<file path="config.mk">
export PLATFORM = sky130hd
export DESIGN_NAME = lsu_agu_arbiter_flat
export DESIGN_NICKNAME = d
export VERILOG_FILES = /design/src/rtl/lsu_agu_arbiter_if.sv /design/src/rtl/lsu_agu_arbiter.sv /design/src/flat_wrapper.sv
export SDC_FILE = /design/constraint.sdc
export NUM_CORES = 1
export LEC_CHECK = 0
export ABC_AREA = 0
export ABC_CLOCK_PERIOD_IN_PS = 2800
export CAP_MARGIN = 20
export CORE_MARGIN = 5
export CORE_UTILIZATION = 25
export CTS_BUF_LIST = sky130_fd_sc_hd__clkbuf_16
export DETAILED_ROUTE_END_ITERATION = 10
export DONT_BUFFER_PORTS = 1
export PLACE_DENSITY = 0.48
export SLEW_MARGIN = 10
export SYNTH_ARGS = -nofsm -noshare
export SYNTH_HDL_FRONTEND = slang
export SYNTH_SLANG_ARGS = --single-unit
</file>
<file path="constraint.sdc">
create_clock -name clk -period 2.8 [get_ports clk]
set_input_delay 0.28 -clock clk [delete_from_list [all_inputs] [get_ports clk]]
set_output_delay 0.28 -clock clk [all_outputs]
set_load 0.01 [all_outputs]
</file>
<file path="src/rtl/lsu_agu_arbiter_if.sv">
// Request/response bundle between the load/store issue queues, the shared AGU
// arbiter and the LSU pipeline. The arbiter connects through the slave modport.
interface lsu_agu_arbiter_if #(
  parameter int unsigned XLEN             = 64,
  parameter int unsigned VIRTUAL_ADDR_LEN = 39,
  parameter int unsigned ROB_INDEX_WIDTH  = 6
);
  logic                        ld_valid_i;
  logic                        ld_ready_o;
  logic [XLEN-1:0]             ld_base_i;
  logic [XLEN-1:0]             ld_offset_i;
  logic [1:0]                  ld_size_i;
  logic [ROB_INDEX_WIDTH-1:0]  ld_rob_idx_i;

  logic                        st_valid_i;
  logic                        st_ready_o;
  logic [XLEN-1:0]             st_base_i;
  logic [XLEN-1:0]             st_offset_i;
  logic [1:0]                  st_size_i;
  logic [ROB_INDEX_WIDTH-1:0]  st_rob_idx_i;

  logic                        agu_valid_o;
  logic                        agu_ready_i;
  logic [VIRTUAL_ADDR_LEN-1:0] agu_addr_o;
  logic                        agu_is_store_o;
  logic [1:0]                  agu_size_o;
  logic [ROB_INDEX_WIDTH-1:0]  agu_rob_idx_o;
  logic                        agu_misalign_o;

  modport slave (
    input  ld_valid_i, ld_base_i, ld_offset_i, ld_size_i, ld_rob_idx_i,
    output ld_ready_o,
    input  st_valid_i, st_base_i, st_offset_i, st_size_i, st_rob_idx_i,
    output st_ready_o,
    input  agu_ready_i,
    output agu_valid_o, agu_addr_o, agu_is_store_o, agu_size_o, agu_rob_idx_o,
    output agu_misalign_o
  );

  modport master (
    output ld_valid_i, ld_base_i, ld_offset_i, ld_size_i, ld_rob_idx_i,
    input  ld_ready_o,
    output st_valid_i, st_base_i, st_offset_i, st_size_i, st_rob_idx_i,
    input  st_ready_o,
    output agu_ready_i,
    input  agu_valid_o, agu_addr_o, agu_is_store_o, agu_size_o, agu_rob_idx_o,
    input  agu_misalign_o
  );
endinterface

</file>
<file path="src/rtl/lsu_agu_arbiter.sv">
// Shares one AGU adder between load and store issue, with a registered valid/ready
// output stage. Define LSU_AGU_ARB_RR_EN for round-robin instead of load priority.
module lsu_agu_arbiter #(
  parameter int unsigned XLEN             = 64,
  parameter int unsigned VIRTUAL_ADDR_LEN = 39,
  parameter int unsigned ROB_INDEX_WIDTH  = 6,
  parameter int unsigned STARVE_LIMIT     = 4
) (
  input  logic                  clk,
  input  logic                  rst,
  input  logic                  flush_i,
  lsu_agu_arbiter_if.slave      io
);

  typedef enum logic {
    GNT_LOAD  = 1'b0,
    GNT_STORE = 1'b1
  } gnt_e;

  logic                        can_accept;
  logic                        grant_en;
  logic                        st_wins;
  logic                        ld_grant;
  logic                        st_grant;
  logic [VIRTUAL_ADDR_LEN-1:0] ld_addr;
  logic [VIRTUAL_ADDR_LEN-1:0] st_addr;
  logic [VIRTUAL_ADDR_LEN-1:0] sel_addr;
  logic [1:0]                  sel_size;
  logic                        sel_misalign;

  logic                        valid_q,    valid_d;
  logic [VIRTUAL_ADDR_LEN-1:0] addr_q,     addr_d;
  logic                        is_store_q, is_store_d;
  logic [1:0]                  size_q,     size_d;
  logic [ROB_INDEX_WIDTH-1:0]  rob_idx_q,  rob_idx_d;
  logic                        misalign_q, misalign_d;

`ifdef LSU_AGU_ARB_RR_EN
  gnt_e                        last_gnt_q, last_gnt_d;
`else
  localparam int unsigned CNT_W = (STARVE_LIMIT < 1) ? 1 : $clog2(STARVE_LIMIT + 1);
  localparam logic [CNT_W-1:0] STARVE_MAX = CNT_W'(STARVE_LIMIT);
  logic [CNT_W-1:0]            starve_cnt_q, starve_cnt_d;
`endif

  // Only the low VIRTUAL_ADDR_LEN bits of the operands reach the adder.
  logic unused_upper;
  assign unused_upper = ^{io.ld_base_i[XLEN-1:VIRTUAL_ADDR_LEN], io.ld_offset_i[XLEN-1:VIRTUAL_ADDR_LEN],
                          io.st_base_i[XLEN-1:VIRTUAL_ADDR_LEN], io.st_offset_i[XLEN-1:VIRTUAL_ADDR_LEN]};

  always_comb begin
    ld_addr = io.ld_base_i[VIRTUAL_ADDR_LEN-1:0] + io.ld_offset_i[VIRTUAL_ADDR_LEN-1:0];
    st_addr = io.st_base_i[VIRTUAL_ADDR_LEN-1:0] + io.st_offset_i[VIRTUAL_ADDR_LEN-1:0];

    can_accept = !valid_q || io.agu_ready_i;
    grant_en   = can_accept && !flush_i;
`ifdef LSU_AGU_ARB_RR_EN
    st_wins    = io.st_valid_i && (!io.ld_valid_i || (last_gnt_q == GNT_LOAD));
`else
    st_wins    = io.st_valid_i && (!io.ld_valid_i || (starve_cnt_q == STARVE_MAX));
`endif
    ld_grant   = grant_en && io.ld_valid_i && !st_wins;
    st_grant   = grant_en && st_wins;

    sel_addr = st_grant ? st_addr : ld_addr;
    sel_size = st_grant ? io.st_size_i : io.ld_size_i;
    case (sel_size)
      2'd0:    sel_misalign = 1'b0;
      2'd1:    sel_misalign = sel_addr[0];
      2'd2:    sel_misalign = |sel_addr[1:0];
      default: sel_misalign = |sel_addr[2:0];
    endcase
  end

  always_comb begin
    valid_d    = valid_q;
    addr_d     = addr_q;
    is_store_d = is_store_q;
    size_d     = size_q;
    rob_idx_d  = rob_idx_q;
    misalign_d = misalign_q;

    // Flush only clears valid; the payload keeps its last value.
    if (flush_i) begin
      valid_d = 1'b0;
    end else if (ld_grant || st_grant) begin
      valid_d    = 1'b1;
      addr_d     = sel_addr;
      is_store_d = st_grant;
      size_d     = sel_size;
      rob_idx_d  = st_grant ? io.st_rob_idx_i : io.ld_rob_idx_i;
      misalign_d = sel_misalign;
    end else if (io.agu_ready_i) begin
      valid_d = 1'b0;
    end
  end

`ifdef LSU_AGU_ARB_RR_EN
  always_comb begin
    last_gnt_d = last_gnt_q;
    if (st_grant) begin
      last_gnt_d = GNT_STORE;
    end else if (ld_grant) begin
      last_gnt_d = GNT_LOAD;
    end
  end
`else
  // Counts every cycle a valid store is passed over, including backpressure cycles.
  always_comb begin
    starve_cnt_d = '0;
    if (!flush_i && io.st_valid_i && !st_grant) begin
      starve_cnt_d = (starve_cnt_q == STARVE_MAX) ? STARVE_MAX : starve_cnt_q + CNT_W'(1);
    end
  end
`endif

  always_ff @(posedge clk) begin
    if (rst) begin
      valid_q    <= 1'b0;
      addr_q     <= '0;
      is_store_q <= 1'b0;
      size_q     <= '0;
      rob_idx_q  <= '0;
      misalign_q <= 1'b0;
`ifdef LSU_AGU_ARB_RR_EN
      last_gnt_q <= GNT_STORE;
`else
      starve_cnt_q <= '0;
`endif
    end else begin
      valid_q    <= valid_d;
      addr_q     <= addr_d;
      is_store_q <= is_store_d;
      size_q     <= size_d;
      rob_idx_q  <= rob_idx_d;
      misalign_q <= misalign_d;
`ifdef LSU_AGU_ARB_RR_EN
      last_gnt_q <= last_gnt_d;
`else
      starve_cnt_q <= starve_cnt_d;
`endif
    end
  end

  assign io.ld_ready_o     = ld_grant;
  assign io.st_ready_o     = st_grant;
  assign io.agu_valid_o    = valid_q;
  assign io.agu_addr_o     = addr_q;
  assign io.agu_is_store_o = is_store_q;
  assign io.agu_size_o     = size_q;
  assign io.agu_rob_idx_o  = rob_idx_q;
  assign io.agu_misalign_o = misalign_q;

endmodule

</file>
<file path="src/flat_wrapper.sv">
// flat-port wrapper written by rule: the top's interface ports become plain ports
module lsu_agu_arbiter_flat 
#(
  parameter int unsigned XLEN             = 64,
  parameter int unsigned VIRTUAL_ADDR_LEN = 39,
  parameter int unsigned ROB_INDEX_WIDTH  = 6,
  parameter int unsigned STARVE_LIMIT     = 4
)
  (clk, rst, flush_i, io_ld_valid_i, io_ld_base_i, io_ld_offset_i, io_ld_size_i, io_ld_rob_idx_i, io_ld_ready_o, io_st_valid_i, io_st_base_i, io_st_offset_i, io_st_size_i, io_st_rob_idx_i, io_st_ready_o, io_agu_ready_i, io_agu_valid_o, io_agu_addr_o, io_agu_is_store_o, io_agu_size_o, io_agu_rob_idx_o, io_agu_misalign_o);
  lsu_agu_arbiter_if #(.XLEN(XLEN), .VIRTUAL_ADDR_LEN(VIRTUAL_ADDR_LEN), .ROB_INDEX_WIDTH(ROB_INDEX_WIDTH)) io_i ();
  input  logic clk;
  input  logic rst;
  input  logic flush_i;
  input wire logic [$bits(io_i.ld_valid_i)-1:0] io_ld_valid_i;
  input wire logic [$bits(io_i.ld_base_i)-1:0] io_ld_base_i;
  input wire logic [$bits(io_i.ld_offset_i)-1:0] io_ld_offset_i;
  input wire logic [$bits(io_i.ld_size_i)-1:0] io_ld_size_i;
  input wire logic [$bits(io_i.ld_rob_idx_i)-1:0] io_ld_rob_idx_i;
  output wire logic [$bits(io_i.ld_ready_o)-1:0] io_ld_ready_o;
  input wire logic [$bits(io_i.st_valid_i)-1:0] io_st_valid_i;
  input wire logic [$bits(io_i.st_base_i)-1:0] io_st_base_i;
  input wire logic [$bits(io_i.st_offset_i)-1:0] io_st_offset_i;
  input wire logic [$bits(io_i.st_size_i)-1:0] io_st_size_i;
  input wire logic [$bits(io_i.st_rob_idx_i)-1:0] io_st_rob_idx_i;
  output wire logic [$bits(io_i.st_ready_o)-1:0] io_st_ready_o;
  input wire logic [$bits(io_i.agu_ready_i)-1:0] io_agu_ready_i;
  output wire logic [$bits(io_i.agu_valid_o)-1:0] io_agu_valid_o;
  output wire logic [$bits(io_i.agu_addr_o)-1:0] io_agu_addr_o;
  output wire logic [$bits(io_i.agu_is_store_o)-1:0] io_agu_is_store_o;
  output wire logic [$bits(io_i.agu_size_o)-1:0] io_agu_size_o;
  output wire logic [$bits(io_i.agu_rob_idx_o)-1:0] io_agu_rob_idx_o;
  output wire logic [$bits(io_i.agu_misalign_o)-1:0] io_agu_misalign_o;
  assign io_i.ld_valid_i = io_ld_valid_i;
  assign io_i.ld_base_i = io_ld_base_i;
  assign io_i.ld_offset_i = io_ld_offset_i;
  assign io_i.ld_size_i = io_ld_size_i;
  assign io_i.ld_rob_idx_i = io_ld_rob_idx_i;
  assign io_ld_ready_o = io_i.ld_ready_o;
  assign io_i.st_valid_i = io_st_valid_i;
  assign io_i.st_base_i = io_st_base_i;
  assign io_i.st_offset_i = io_st_offset_i;
  assign io_i.st_size_i = io_st_size_i;
  assign io_i.st_rob_idx_i = io_st_rob_idx_i;
  assign io_st_ready_o = io_i.st_ready_o;
  assign io_i.agu_ready_i = io_agu_ready_i;
  assign io_agu_valid_o = io_i.agu_valid_o;
  assign io_agu_addr_o = io_i.agu_addr_o;
  assign io_agu_is_store_o = io_i.agu_is_store_o;
  assign io_agu_size_o = io_i.agu_size_o;
  assign io_agu_rob_idx_o = io_i.agu_rob_idx_o;
  assign io_agu_misalign_o = io_i.agu_misalign_o;
  lsu_agu_arbiter #(.XLEN(XLEN), .VIRTUAL_ADDR_LEN(VIRTUAL_ADDR_LEN), .ROB_INDEX_WIDTH(ROB_INDEX_WIDTH), .STARVE_LIMIT(STARVE_LIMIT)) u_core (.clk(clk), .rst(rst), .flush_i(flush_i), .io(io_i));
endmodule
</file>
==> results, run 1 <==
- The gate family responsible for the most delay along the worst path is compound AO/OA/AOI/OAI gates.
- Entering global routing, the biggest net connects 56 pins.
- 330 I/O pins were placed.
- The delay of the slowest cell on the worst path is 0.40 ns.
- The all-layer global routing usage is 15.61%.
- For this block, wires on met1 add up to 12010 µm.
- The hold violation count in the final report is 0.
- The share of cells above drive strength 1 is 13.20%.
- The average instance in the mapped netlist occupies 7.404 µm².
- The quantity of I/O buffers inserted on ports is 0.
- STA classifies the critical path endpoint as a register.
- The run finished with clean final reports.
- Walking the worst path, the cells encountered are ha_1 > a21o_1 > a21o_1 > a221o_1 > or2_2 > a2111oi_2 > buf_4 > o31ai_1 > xnor2_1 > a2111oi_0.
- The first-pass iteration count of the detailed router is 5.
- The first global-routing pass estimated 38480 µm of wire.
- After the last flow step, the layout net total stands at 1305.
- The synthesis-to-layout area growth is 16.48%.
- Once the clock tree was built, the setup fixing pass inserted 0 buffers.
- The die is 172.6 µm wide.
- The final max-slew violation count is 0.
- Counting every sink on the clock net gives 53.
- The number of vias per cell is 5.226.
- The weighted congestion at the end of routability-driven global placement is 0.8594.
- The post-synthesis cell count is 893.
- The leading cell type in the layout, fill and taps excluded is nand2_1.
- The length in cells of the worst reg-to-reg path is 7.
- Wire segments on met2 add up to 10580 µm in the final route.
- The share of the cycle needed by the critical path after routing is 94.03%.
- The longest clock path from root to sink contains 2 buffers.
- The top layer used by detailed routing is met4.
- Max-cap violations in this run came to 0.
- The post-route minimum period is 2.633 ns.
- The insertion delay of the later-clocked pin in the worst-skew pair is 0.30 ns.
- The floorplan step defined a die boundary enclosing 29800 µm².
- Summed over all nets, the half-perimeter wirelength after detailed placement is 20240 µm.
- The achievable frequency is 379.8 MHz.
- The min-delay analysis places its worst path in the category input pin to register.
- Measured on the finished design, the core utilization comes to 29.55%.
- The floorplan step defined a core boundary enclosing 26060 µm².
- The worst path buffer plus inverter count is 1.
- The overflow left after global routing is 0.
- The worst setup path is of the input pin to register kind.
- The tightest hold path in the finished design has a slack of 0.04348 ns.
- The slowest stage of the critical path belongs to the cell a221o_1.
- The initial core utilization is 25.37%.
- The number of different library cells used by synthesis comes to 75.
- The synthesized design contains 0 enable-type register cells.
- TritonCTS built the clock tree.
- STA classifies the critical path startpoint as an input pin.
- Clock skew on the completed layout was measured at 0.008116 ns.
- Among the stages of the critical path, the cell type that occurs most often is a21o_1.
- The setup slack of the worst register-to-register path is 0.64 ns.
- The number of synthesized register bits is 53.
- For this design the static power due to leakage is 0.003243 µW.
- The number of placed instances with taps included is 1275.
- The number of H-tree levels is 2.
- At the pin with the least slew margin, the transition time is 0.8151 ns.
- After the first detailed-routing iteration, the DRC count stood at 393.
- After synthesis, the share of flip-flops with an asynchronous set or reset is 0%.
- Row generation in the floorplan step produced 59 rows.
- Headroom to the max-slew limit came out at 45.08%.
- The initial antenna violation count was 0.
- The diode insertion count for antenna repair is 0.
- The synthesized net count is 1251.
- The hold path startpoint is rst.
- The setup slack at placement is -0.1945 ns.
- The destination of the worst register-to-register timing path is u_core.io.agu_addr_o[32].
- The detailed router placed 6700 vias in this run.
- The portion of the post-synthesis area used by sequential elements is 16.05%.
- The start of the worst register-to-register path is u_core.io.agu_valid_o.
- The largest driver fanout on the critical path is 3.
- After clock tree synthesis, the clock-pin slew on the worst setup and hold paths is 0.08 ns.
- The residual DRC count is 0.
- The worst-case IR drop observed on VDD is 0.1819 mV.
- CTS placed an instance of clkbuf_16 at the clock tree root.
- The floorplan die height is 172.6 µm.
- The via count of the first global-routing pass is 6917.
- The remaining antenna violation count is 0.
- Among all flip-flop cells after synthesis, the most frequent one is dfxtp_1.
- For this design, the CTS-stage hold fixing added 0 buffers.
- Setup violations remaining at the end of the flow were counted as 0.
- For hold timing, the worst endpoint is u_core.io.agu_addr_o[29].
- The least setup slack across all paths after layout is 0.1673 ns.
- Setup repair after global routing left no endpoint under its margin.
- The post-synthesis cell area is 6611 µm².
- The met3 wire length is 1329 µm.
- The number of synthesis warnings is 0.
- The cell depth of the worst hold path is 1.
- Power spread over the standard cell area amounts to 407.1 nW/µm².
- In the layout the commonest cells are nand2_1, buf_4, a21oi_1.
- The critical path data arrival time is 2.82 ns.
- The mean routed wirelength per cell is 18.90 µm.
- The number of buffers created by CTS is 5.
- The data required time of the critical path is 2.98 ns.
- After detailed routing, the total wire length is 24230 µm.
- Excluding fillers, the count of instances in the completed layout stands at 1282.
[logic make-up (layout without fill, tap and decap cells)]
kind of cell	after synthesis	in the layout	synth area share (%)
compound gates	329	329	33.73
xor+xnor	58	58	7.684
fa+ha+maj	80	80	15.37
flops	53	53	16.05
mux	9	9	1.363
buf+inv	71	125	4.920
simple gates	293	293	20.89
[final cells by class]
cell class | instances | area (µm²)
clock buffer | 5 | 125.1
clock inverter | 2 | 38.79
fill | 2856 | 18360
inverter | 24 | 90.09
multi-input combinational | 769 | 5249
sequential | 53 | 1061
tap | 335 | 419.2
timing repair buffer | 94 | 718.2
[synthesized netlist by cell type (3+ instances only)]
library cell | n | share of area, %
nand2_1 | 100 | 5.7
a21oi_1 | 88 | 6.7
ha_1 | 78 | 15
nor2_1 | 77 | 4.4
o21ai_0 | 54 | 4.1
dfxtp_1 | 53 | 16
a21o_1 | 40 | 4.5
clkbuf_1 | 33 | 1.9
a211oi_1 | 32 | 3.6
xnor2_1 | 32 | 4.2
xor2_1 | 26 | 3.4
inv_1 | 23 | 1.3
nand4_1 | 20 | 1.9
nor3_1 | 20 | 1.5
a31oi_1 | 16 | 1.5
a311oi_1 | 15 | 2.0
nand3_1 | 15 | 1.1
nor2b_1 | 10 | 0.95
o21a_1 | 10 | 1.1
mux2i_1 | 9 | 1.4
or3_1 | 9 | 0.85
and3_1 | 8 | 0.76
o21bai_1 | 8 | 0.91
a2111oi_0 | 7 | 0.93
nand2b_1 | 7 | 0.66
o211ai_1 | 7 | 0.79
and2_1 | 6 | 0.57
buf_2 | 6 | 0.45
nor3b_1 | 5 | 0.57
o21ai_1 | 5 | 0.38
a221oi_1 | 4 | 0.53
clkbuf_8 | 4 | 0.83
o31ai_1 | 4 | 0.45
a21boi_0 | 3 | 0.34
and4_1 | 3 | 0.40
nor4_1 | 3 | 0.28
o211a_1 | 3 | 0.45
o31a_1 | 3 | 0.40
[power by group]
group          internal (µW)  switching, µW  leakage, µW  total [µW]
Sequential               822           96.3     0.000436         918
Combinational            652            822      0.00273        1470
Clock                    422            320    0.0000803         742
[timing repair]
action / 4_1_cts / 5_1_grt
endpoints found under the setup margin: 0 / 8
endpoints found under the hold margin: 0 / 0
gates resized for setup: 0 / 5
[how the worst max path moves through the flow]
stage                            from                       end  depth (start not counted)
global route        io_st_offset_i[0]  u_core.io.agu_addr_o[21]                         12
finish              io_ld_offset_i[7]  u_core.io.agu_addr_o[20]                         10
detailed placement  io_ld_offset_i[7]  u_core.io.agu_addr_o[36]                         10
CTS                 io_ld_offset_i[7]  u_core.io.agu_addr_o[36]                         10
global placement    io_ld_offset_i[7]  u_core.io.agu_addr_o[36]                         10
floorplan           io_ld_offset_i[7]  u_core.io.agu_addr_o[20]                          9
[metrics by stage]
step | setup TNS [ns] | total power, µW | instance area, µm²
2_1_floorplan | 0 | 1895 | 6611
3_3_place_gp | -1.223 | 2413 | 7521
3_5_place_dp | -1.103 | 2411 | 7521
4_1_cts | 0 | 3187 | 7685
5_1_grt | 0 | 3388 | 7701
6_report | 0 | 3135 | 7701
[layer usage]
layer / GRT usage, % / vias to the layer above
met5: 0 / -
met4: 2.971 / 0
met3: 3.603 / 15
met2: 24.40 / 161
met1: 22.10 / 3081
li1: - / 3443
[sequential cells by signal (all words and copies together) (netlist names)]
name	cells
u_core.starve_cnt_q	3
u_core.io.agu_addr_o	39
u_core.io.agu_valid_o	1
u_core.io.agu_size_o	2
u_core.io.agu_rob_idx_o	6
u_core.io.agu_is_store_o	1
u_core.io.agu_misalign_o	1
Power figures use the tool's default switching activity.
==> run 2, diff against run 1 <==
--- a/config.mk
+++ b/config.mk
@@ -14,6 +14,7 @@
 export DETAILED_ROUTE_END_ITERATION = 10
 export DONT_BUFFER_PORTS = 1
 export PLACE_DENSITY = 0.48
+export SETUP_SLACK_MARGIN = 0.5
 export SLEW_MARGIN = 10
 export SYNTH_ARGS = -nofsm -noshare
 export SYNTH_HDL_FRONTEND = slang
==> run 2 against run 1 <==
Against the previous run:
- non-clock buffer count shrank 25
- combinational power grew 6%
- worst setup slack gained 0.28 ns
- sequential share of layout area shrank 0.60 points
- critical path depth grew 2
- first-iteration DRC count grew 9.4%
==> results, run 2 (synthesis results as in run 1) <==
- The overall die area was 29800 µm² (unchanged).
- The worst setup path is launched from an input pin.
- The residual DRC count was 0 (unchanged).
- The initial core utilization is 25.37% (unchanged).
- The worst clock skew was 0.007961 ns (-0.0001552 ns).
- The length of routed met2 wiring is 10650 µm (+0.64%).
- The global-route wire length before repair is 38230 µm (-0.65%).
- Leaving out fill and tap cells, the most frequent cell in the layout is nand2_1.
- The first-pass iteration count of the detailed router is 5 (unchanged).
- The sequential standard cell area is 1061 µm² (unchanged).
- The critical path data arrival time is 2.56 ns (-0.26 ns).
- The via count of the first global-routing pass is 6762 (-2.2%).
- The count of routing violations after the opening detailed-route iteration is 430 (+9.4%).
- The number of maximum-capacitance constraint violations is 0 (unchanged).
- The hold violation count in the final report is 0 (unchanged).
- The placed standard-cell area was 7453 µm² (-0.90%).
- The initial antenna violation count was 0 (unchanged).
- The number of fill cells in the layout is 2866 (+0.35%).
- The element type at the critical path end is a register.
- The power density relative to cell area was 391.6 nW/µm² (-3.8%).
- The number of buffers created by CTS is 5 (unchanged).
- The CTS tree is built.
- The top layer used by detailed routing is met4.
- The share of cells above drive strength 1 is 19.50% (+6.3 points).
- The quantity of I/O buffers inserted on ports came to 0 (unchanged).
- The fraction of power consumed by combinational cells is 49.5% (+2.5 points).
- The largest driver fanout on the critical path is 3 (unchanged).
- Compared with the post-synthesis result, the final layout area differs by 21.74%.
- The cell sitting at the root of the clock tree is a clkbuf_16.
- The library cells used most frequently in the layout, excluding fill and tap cells, are nand2_1, a21oi_1, nor2_1.
- The number of vias per cell is 5.367 (+2.7%).
- The count of nets after finishing is 1280 (-1.9%).
- The clock-pin slew of the registers on the worst-case setup and hold paths was 0.08 ns (about the same).
- The met3 wire length is 1406 µm (+5.8%).
- The placed wire-length estimate came to 20100 µm (-0.69%).
- The diode insertion count for antenna repair is 0 (unchanged).
- The final design instance area without fill was 8049 µm² (+4.5%).
- The mean routed wirelength per cell was 19.47 µm (+3.0%).
- The routed wire length came to 24490 µm (+1.0%).
- The min-delay analysis places its worst path in the category input pin to register.
- The least setup slack across all paths after layout was 0.4476 ns (+0.2803 ns).
- The portion of total power attributed to sequential cells came to 29.1% (-0.2 points).
- The number of ports placed on the die boundary was 330 (unchanged).
- The switching fraction of total power was 41.64% (+2.1 points).
- The placeable core region was 26060 µm² (unchanged).
- The standby leakage power is 0.003171 µW (-2.2%).
- The largest net degree at the start of global routing is 56 (unchanged).
- The post-route met1 wirelength is 12090 µm (+0.64%).
- The floorplan die height was 172.6 µm (unchanged).
- The die span in x is 172.6 µm (unchanged).
- The insertion delay of the later-clocked pin in the worst-skew pair is 0.31 ns (about the same).
- The number of vias in the routed layout is 6752 (+0.78%).
- The clock group share of total power is 21.4% (-2.3 points).
- The reported net switching power was 1312 µW (+6.0%).
- The transition time at the pin with the least slew margin was 0.8563 ns (+0.04116 ns).
- The final max-slew violation count is 0 (unchanged).
- The area of the multi-input gates was 5807 µm² (+11%).
- The run finished with clean final reports.
- The weighted congestion at the end of routability-driven global placement is 0.8361 (-2.7%).
- The remaining antenna violation count is 0 (unchanged).
- The buffer levels on the longest clock path is 2 (unchanged).
- The total number of placement rows is 59 (unchanged).
- The all-layer global routing usage is 15.63% (about the same).
- The share of the cycle needed by the critical path after routing came to 84.01% (-10 points).
- The maximum ir drop on the vdd rail is 0.1772 mV (-2.6%).
- The overflow left after global routing came to 0 (unchanged).
- The path type of the worst setup path is input pin to register.
- The cts-stage hold buffer count is 0 (unchanged).
- Setup repair after global routing could not meet its margin everywhere.
- The achievable frequency is 425.1 MHz (+12%).
- The internal power is 1839 µW (-3.0%).
- The data required time of the critical path came to 3.00 ns (+0.02 ns).
- The total of endpoints with negative setup slack in the final report was 0 (unchanged).
- The post-route minimum period is 2.352 ns (-0.2803 ns).
- The number of flip-flops in the largest register is 39 (unchanged).
- The setup slack at placement was -0.06835 ns (+0.1262 ns).
- The number of clock sinks seen by CTS came to 53 (unchanged).
- The worst slew slack as a fraction of its limit is 42.31% (-2.8 points).
- The number of H-tree levels is 2 (unchanged).
==> run 2: cell count changes in the layout (fill, tap and decap cells not counted), sizes merged <==
cell / previous run / this run
clkinv: 1 / 3
bufinv: 1 / 0
inv: 24 / 23
clkinvlp: 0 / 1
buf: 94 / 69
==> run 2: cell type report <==
type,instances,area share (%)
multi-input cells,769,72.14
flip-flops and latches,53,13.18
repair buffers,69,6.482
well taps,335,5.208
clock buffers,5,1.554
inverters,24,1.166
clock inverters,3,0.2643
==> run 2: worst max-delay path, stage by stage <==
cell	delay [ns]
ha_4	0.15
inv_2	0.05
fa_2	0.19
nor2b_2	0.05
o31a_1	0.26
o211a_1	0.27
or2_4	0.28
a2111oi_4	0.34
buf_4	0.17
o31ai_2	0.07
xnor2_1	0.15
a2111oi_2	0.30
==> run 2: final timing paths <==
check                          from                        to  slack (ns)  cells after the start
max               io_ld_offset_i[0]  u_core.io.agu_addr_o[20]        0.45                     12
min                         flush_i     u_core.io.agu_valid_o        0.04                      1
max reg2reg   u_core.io.agu_valid_o  u_core.io.agu_addr_o[30]        0.65                      8
min reg2reg  u_core.starve_cnt_q[2]    u_core.starve_cnt_q[2]        0.52                      2
==> run 2: metal layers <==
metal	vias up	global-route usage, %
met5	-	0
met4	0	2.971
met3	21	3.406
met2	195	23.83
met1	3139	22.74
li1	3397	-
==> run 2: power groups by stage <==
stage	registers (µW)	clock network (µW)	logic (µW)
2_1_floorplan	903	0	1040
3_3_place_gp	938	0	1440
3_5_place_dp	939	0	1440
4_1_cts	921	713	1500
5_1_grt	925	731	1740
6_report	917	673	1560
==> run 2: metrics by stage <==
stage / setup TNS [ns] / total power (µW) / util [%] / hold WS (ns) / cells
2_1_floorplan: 0 / 1941 / - / 0.3593 / 893
3_3_place_gp: -0.07105 / 2380 / 28.60 / 0.3572 / 1238
3_5_place_dp: -0.08000 / 2380 / 28.60 / 0.3609 / 1238
4_1_cts: 0 / 3132 / 29.83 / 0.02715 / 1251
5_1_grt: 0 / 3396 / 30.89 / 0.03454 / 1258
6_report: 0 / 3152 / 30.89 / 0.04453 / 1258
==> run 2: timing repair <==
item,in CTS,in global routing
hold endpoints to repair,0,0
resized for setup,22,57
setup buffers,5,7
setup endpoints to repair,18,25
pin swaps,17,20
gates cloned,0,0
